<file path="config.mk">
export PLATFORM = sky130hd
export DESIGN_NAME = irq_ctrl_flat
export DESIGN_NICKNAME = d
export VERILOG_FILES = /design/src/rtl/irq_ctrl_if.sv /design/src/rtl/irq_ctrl.sv /design/src/flat_wrapper.sv
export SDC_FILE = /design/constraint.sdc
export NUM_CORES = 1
export LEC_CHECK = 0
export BUFFER_PORTS_ARGS = -buffer_cell sky130_fd_sc_hd__clkbuf_2
export CORE_MARGIN = 5
export CORE_UTILIZATION = 39
export DETAILED_ROUTE_END_ITERATION = 10
export HOLD_SLACK_MARGIN = 0.12
export PLACE_DENSITY_LB_ADDON = 0.1
export SETUP_SLACK_MARGIN = 0.15
export SYNTH_ARGS = -nofsm -noshare
export SYNTH_HDL_FRONTEND = slang
export SYNTH_SLANG_ARGS = --single-unit
</file>
<file path="constraint.sdc">
create_clock -name i_clk -period 1.6 [get_ports i_clk]
set_input_delay 0.16 -clock i_clk [delete_from_list [all_inputs] [get_ports i_clk]]
set_output_delay 0.16 -clock i_clk [all_outputs]
set_load 0.01 [all_outputs]
</file>
<file path="src/rtl/irq_ctrl_if.sv">
// Bus bundle between the interrupt controller and its CP0-side master.
// The slave modport is the controller's view; the master modport is CP0/register-decode side.
interface irq_ctrl_if #(
    parameter int unsigned N_SRC   = 8,
    parameter int unsigned CAUSE_W = 3,
    parameter int unsigned HOLD_W  = 4
) ();

    logic [N_SRC-1:0]   irq_src;
    logic               mask_we;
    logic [N_SRC-1:0]   mask_wdata;
    logic               hold_we;
    logic [HOLD_W-1:0]  hold_wdata;
    logic               ir_taken;
    logic               eret;
    logic               ir_out;
    logic [CAUSE_W-1:0] cause;
    logic               busy;
    logic [N_SRC-1:0]   pending;
    logic [N_SRC-1:0]   mask;

    modport master (
        output irq_src, mask_we, mask_wdata, hold_we, hold_wdata, ir_taken, eret,
        input  ir_out, cause, busy, pending, mask
    );

    modport slave (
        input  irq_src, mask_we, mask_wdata, hold_we, hold_wdata, ir_taken, eret,
        output ir_out, cause, busy, pending, mask
    );

endinterface

</file>
<file path="src/rtl/irq_ctrl.sv">
// Interrupt controller in front of CP0: latches source events as pending, applies the
// software mask and a fixed lowest-index-wins priority, and raises one request at a time,
// following the request -> taken -> ERET handshake with a programmable post-ERET hold-off.
// Build option: define IRQ_EDGE_EN for rising-edge sources; otherwise sources are level mode.
// Parameter constraints: 2 <= N_SRC <= 32 and 2**CAUSE_W >= N_SRC.
module irq_ctrl #(
    parameter int unsigned N_SRC   = 8,
    parameter int unsigned CAUSE_W = 3,
    parameter int unsigned HOLD_W  = 4
) (
    input  logic      i_clk,
    input  logic      i_rst,
    irq_ctrl_if.slave io_bus
);

    typedef enum logic [2:0] {
        StIdle,
        StRaise,
        StWaitTake,
        StService,
        StHold
    } state_e;

    state_e             r_state;
    logic               r_ir_out;
    logic [CAUSE_W-1:0] r_cause;
    logic [HOLD_W-1:0]  r_hold_cnt;
    logic [HOLD_W-1:0]  r_hold_len;
    logic [N_SRC-1:0]   r_pending;
    logic [N_SRC-1:0]   r_mask;

    logic [N_SRC-1:0]   w_event;
    logic [N_SRC-1:0]   w_eligible;
    logic [N_SRC-1:0]   w_winner_oh;
    logic [CAUSE_W-1:0] w_winner_idx;
    logic [N_SRC-1:0]   w_clear;
    logic               w_dispatch;

`ifdef IRQ_EDGE_EN
    logic [N_SRC-1:0]   r_src_q;

    // Edge history: previous-cycle copy of the source lines.
    always_ff @(posedge i_clk) begin
        if (i_rst) begin
            r_src_q <= '0;
        end else begin
            r_src_q <= io_bus.irq_src;
        end
    end

    assign w_event = io_bus.irq_src & ~r_src_q;
`else
    // Level mode: a high line re-arms pending every cycle it stays high.
    assign w_event = io_bus.irq_src;
`endif

    assign w_eligible = r_pending & r_mask;
    assign w_dispatch = (r_state == StIdle) && (|w_eligible);
    assign w_clear    = w_dispatch ? w_winner_oh : '0;

    // Fixed priority: lowest eligible index wins.
    always_comb begin
        logic found;
        found        = 1'b0;
        w_winner_idx = '0;
        w_winner_oh  = '0;
        for (int i = 0; i < int'(N_SRC); i++) begin
            if (w_eligible[i] && !found) begin
                found          = 1'b1;
                w_winner_idx   = CAUSE_W'(i);
                w_winner_oh[i] = 1'b1;
            end
        end
    end

    // Pending, mask and hold-off registers; a new event beats a same-cycle dispatch clear.
    always_ff @(posedge i_clk) begin
        if (i_rst) begin
            r_pending  <= '0;
            r_mask     <= '0;
            r_hold_len <= '0;
        end else begin
            r_pending <= (r_pending & ~w_clear) | w_event;
            if (io_bus.mask_we) begin
                r_mask <= io_bus.mask_wdata;
            end
            if (io_bus.hold_we) begin
                r_hold_len <= io_bus.hold_wdata;
            end
        end
    end

    // Dispatch FSM with registered request pulse, cause and hold-off counter.
    always_ff @(posedge i_clk) begin
        if (i_rst) begin
            r_state    <= StIdle;
            r_ir_out   <= 1'b0;
            r_cause    <= '0;
            r_hold_cnt <= '0;
        end else begin
            r_ir_out <= 1'b0;
            unique case (r_state)
                StIdle: begin
                    if (w_dispatch) begin
                        r_cause  <= w_winner_idx;
                        r_ir_out <= 1'b1;
                        r_state  <= StRaise;
                    end
                end
                StRaise: begin
                    r_state <= StWaitTake;
                end
                StWaitTake: begin
                    // CP0 keeps the request internally, so no timeout here; eret is ignored.
                    if (io_bus.ir_taken) begin
                        r_state <= StService;
                    end
                end
                StService: begin
                    if (io_bus.eret) begin
                        r_hold_cnt <= r_hold_len;
                        r_state    <= (r_hold_len == '0) ? StIdle : StHold;
                    end
                end
                StHold: begin
                    r_hold_cnt <= r_hold_cnt - HOLD_W'(1);
                    if (r_hold_cnt <= HOLD_W'(1)) begin
                        r_state <= StIdle;
                    end
                end
                default: begin
                    r_state <= StIdle;
                end
            endcase
        end
    end

    assign io_bus.ir_out  = r_ir_out;
    assign io_bus.cause   = r_cause;
    assign io_bus.busy    = (r_state == StRaise) || (r_state == StWaitTake) ||
                            (r_state == StService);
    assign io_bus.pending = r_pending;
    assign io_bus.mask    = r_mask;

endmodule

</file>
<file path="src/flat_wrapper.sv">
// flat-port wrapper written by rule: the top's interface ports become plain ports
module irq_ctrl_flat 
#(
    parameter int unsigned N_SRC   = 8,
    parameter int unsigned CAUSE_W = 3,
    parameter int unsigned HOLD_W  = 4
)
  (i_clk, i_rst, io_bus_irq_src, io_bus_mask_we, io_bus_mask_wdata, io_bus_hold_we, io_bus_hold_wdata, io_bus_ir_taken, io_bus_eret, io_bus_ir_out, io_bus_cause, io_bus_busy, io_bus_pending, io_bus_mask);
  irq_ctrl_if #(.N_SRC(N_SRC), .CAUSE_W(CAUSE_W), .HOLD_W(HOLD_W)) io_bus_i ();
  input  logic i_clk;
  input  logic i_rst;
  input wire logic [$bits(io_bus_i.irq_src)-1:0] io_bus_irq_src;
  input wire logic [$bits(io_bus_i.mask_we)-1:0] io_bus_mask_we;
  input wire logic [$bits(io_bus_i.mask_wdata)-1:0] io_bus_mask_wdata;
  input wire logic [$bits(io_bus_i.hold_we)-1:0] io_bus_hold_we;
  input wire logic [$bits(io_bus_i.hold_wdata)-1:0] io_bus_hold_wdata;
  input wire logic [$bits(io_bus_i.ir_taken)-1:0] io_bus_ir_taken;
  input wire logic [$bits(io_bus_i.eret)-1:0] io_bus_eret;
  output wire logic [$bits(io_bus_i.ir_out)-1:0] io_bus_ir_out;
  output wire logic [$bits(io_bus_i.cause)-1:0] io_bus_cause;
  output wire logic [$bits(io_bus_i.busy)-1:0] io_bus_busy;
  output wire logic [$bits(io_bus_i.pending)-1:0] io_bus_pending;
  output wire logic [$bits(io_bus_i.mask)-1:0] io_bus_mask;
  assign io_bus_i.irq_src = io_bus_irq_src;
  assign io_bus_i.mask_we = io_bus_mask_we;
  assign io_bus_i.mask_wdata = io_bus_mask_wdata;
  assign io_bus_i.hold_we = io_bus_hold_we;
  assign io_bus_i.hold_wdata = io_bus_hold_wdata;
  assign io_bus_i.ir_taken = io_bus_ir_taken;
  assign io_bus_i.eret = io_bus_eret;
  assign io_bus_ir_out = io_bus_i.ir_out;
  assign io_bus_cause = io_bus_i.cause;
  assign io_bus_busy = io_bus_i.busy;
  assign io_bus_pending = io_bus_i.pending;
  assign io_bus_mask = io_bus_i.mask;
  irq_ctrl #(.N_SRC(N_SRC), .CAUSE_W(CAUSE_W), .HOLD_W(HOLD_W)) u_core (.i_clk(i_clk), .i_rst(i_rst), .io_bus(io_bus_i));
endmodule
</file>
==> results.py <==
metrics = {
    "yosys": {
        "synthSimpleGateAreaFrac_pct": 21.9,
        "yosys.area.top_type": "dfxtp_1",
        "ys.flop_type": "dfxtp_1",
        "synth.area.mux_share_pct": 10.4,
        "synth_area_um2": 1340,
        "synth.most_common_cell": "dfxtp_1",
        "synth-seq-cells": 31,
        "synth_edf_count": 0,
        "yosys_warnings": 0,
        "ys_seq_area_share_pct": 46.3,
        "synth.avg_cell_area_um2": 9.00,
        "ys_top_cells_by_count": "dfxtp_1 (31), nor2_1 (27), mux2i_1 (14)",
        "synth_cells": 149,
        "synth-compound-area-share_pct": 16.1,
        "synth-xor-area-share_pct": 0,
        "synth_top_family_by_area": "simple AND/OR/NAND/NOR gates",
        "yosys.area_share.adder_pct": 1.87,
        "synth_fp_nets": 177,
        "synthTopCellsByArea": "dfxtp_1 (46%), mux2i_1 (10%), nor2_1 (7.6%)",
        "yosys.area.top_type_share_pct": 46.3,
        "synthArstFlopShare_pct": 0,
        "synth_cell_type_count": 33,
    },
    "die": {
        "io_pins": 47,
        "die_w_um": 68.6,
        "coreArea_um2": 3340,
        "die_h_um": 68.6,
        "dieArea_um2": 4710,
        "start_util_pct": 40.2,
        "num_rows": 21,
    },
    "timing": {
        "drv_slew": 0,
        "fmax_mhz": 683,
        "hold_viol": 0,
        "fin_ws_ps": 137,
        "period_share_pct": 91.5,
        "worst_slew_pin_slew_ps": 639,
        "rsz0062_at_grt": "true",
        "slew_headroom_pct": 57.4,
        "final.min_clock_period_ps": 1460,
        "finClkSkew_ps": 5.09,
        "finalSetupViolCount": 0,
    },
    "pwr": {
        "total_power_w": 0.00183,
        "power_density_nw_per_um2": 900,
        "p_switching_w": 0.000510,
        "power.leakage_nw": 0.935,
        "peakVddDrop_v": 0.000497,
        "share_seq_of_total_power_pct": 47.4,
        "p_int_w": 0.00132,
        "swShare_pct": 27.8,
        "p_clk_share_pct": 28.0,
        "combPwrFrac_pct": 24.6,
    },
    "clocking": {
        "cts_buffer_depth": 2,
        "htree_levels": 2,
        "path_clk_slew_ps": 90,
        "cts_buffers": 5,
        "cts_tree": "done",
        "cts-root-buf": "clkbuf_4",
        "clock_sinks": 31,
        "clock_latency_ps": 320,
    },
    "cells_and_area": {
        "stdcell_area_um2": 2040,
        "area_growth_pct": 51.9,
        "diodes": 0,
        "final_nets": 259,
        "fin_cells": 278,
        "drive_gt1_share_pct": 35.3,
    },
    "critical_path": {
        "startpoint": "u_core.io_bus.pending[0]$_SDFF_PP0_",
        "rr_worst_depth": 5,
        "reg2reg_to": "u_core.io_bus.pending[5]$_SDFF_PP0_",
        "worstSetupEndpointType": "register",
        "cp_max_fo": 7,
        "start_kind": "register",
        "setup.worst_path.end": "u_core.io_bus.pending[5]$_SDFF_PP0_",
        "r2r_start": "u_core.io_bus.pending[0]$_SDFF_PP0_",
        "r2r_slack_ps": 140,
        "arrival_ps": 1650,
        "critPathKind": "register to register",
        "worst-endpoint-required_ps": 1790,
    },
    "run_status": {
        "outcome": "finished, final reports clean",
    },
    "global_route": {
        "grt_usage_pct": 16.7,
        "first_global_vias": 1361,
        "grt_pass1_wl_um": 5890,
        "grt_max_degree": 32,
        "antenna_found_initial": 0,
        "grt_overflow": 0,
    },
    "routing": {
        "wl_per_cell_um": 13.4,
        "drcViolationCount": 0,
        "ant_nets": 0,
        "vias_per_cell": 5.08,
        "first_pass_iters": 4,
        "wl_um": 3740,
        "drtIter0Drc": 105,
        "route.vias.total": 1411,
    },
    "placed_design": {
        "dp_slack_ps": 86.6,
        "port_buffers": 46,
        "gp_congestion": 0.770,
        "place_area_um2": 1720,
        "dp_hpwl_um": 2600,
        "place_inst": 248,
    },
    "flow_run": {
        "maxCapViolations": 0,
    },
    "hold_path": {
        "hp-class": "input pin to register",
        "hp-start": "io_bus_irq_src[2]",
    },
}
-- critical path, cell delays in order (launching register included) --
cell	delay, ps
dfxtp_2	330
a222oi_1	330
buf_4	220
and2_4	150
nor3b_4	180
a311oi_1	110
-- how the worst min path moves through the flow --
stage	to	slack, ps	cells after the start
2_1_floorplan	u_core.io_bus.ir_out$_SDFF_PP0_	230	1
3_3_place_gp	u_core.io_bus.pending[1]$_SDFF_PP0_	370	3
3_5_place_dp	u_core.io_bus.pending[3]$_SDFF_PP0_	380	3
4_1_cts	u_core.io_bus.pending[2]$_SDFF_PP0_	140	3
5_1_grt	u_core.io_bus.pending[2]$_SDFF_PP0_	160	3
6_report	u_core.io_bus.pending[2]$_SDFF_PP0_	140	3
-- final cells by class --
class	count	area, um^2
inverters	6	22.5
flip-flops and latches	31	629
clock buffers	8	68.8
fillers	297	1300
multi-input cells	106	718
repair buffers	81	541
well taps	46	57.6
-- per-stage QoR --
stage | setup TNS [ps] | hold WS [ps] | utilization, %
final | 0 | 137 | 61.0
after detailed placement | 0 | 384 | 51.6
after floorplan | -278 | 232 | -
after global routing | 0 | 159 | 61.0
after global placement | 0 | 372 | 51.6
after CTS | 0 | 139 | 60.2
-- repair_timing --
item	CTS	global route
endpoints found under the setup margin	8	9
pin swaps	2	3
endpoints found under the hold margin	19	0
resized for setup	2	6
setup buffers	2	1
hold buffers	19	0
-- power by group through the flow --
stage | Combinational (W) | Sequential [W] | Clock, W
finish | 0.000451 | 0.000870 | 0.000513
CTS | 0.000430 | 0.000868 | 0.000521
global route | 0.000497 | 0.000878 | 0.000563
detailed placement | 0.000374 | 0.000889 | 0
global placement | 0.000369 | 0.000888 | 0
floorplan | 0.000172 | 0.000914 | 0
-- routing by layer --
metal  share of wire (%)  track usage, %  up-vias
met2                  55            31.3       37
met5                   0               0        -
met3                 4.5            4.54        9
li1                    -               -      704
met1                  39            17.3      661
met4                 2.4            6.70        0
-- sequential cells by signal, summed over array words and instances (netlist names) --
register               count
u_core.r_hold_cnt          4
u_core.io_bus.mask         8
u_core.r_state             3
u_core.io_bus.ir_out       1
u_core.r_hold_len          4
u_core.io_bus.cause        3
u_core.io_bus.pending      8
-- cell families after synthesis --
group                      Yosys count
buffers and inverters               12
and+or+nand+nor                     60
muxes                               14
adders and majority gates            2
DFF                                 31
AOI/OAI and AO/OA                   30
-- cells in the final DEF, fill, tap and decap left out, drive strengths merged, types with 2 or more instances in the layout --
cell	count
o21ai	3
ha	2
and2	2
nand2	10
buf	16
a22oi	5
and4b	2
nand4	3
nor3b	2
clkbuf	54
dfxtp	31
nor3	4
nand3	2
a311oi	4
mux2i	14
inv	6
a222oi	2
dlygate4sd3	19
nor2b	2
nor4	2
nor2	27
a21oi	9
Power figures use the tool's default switching activity.
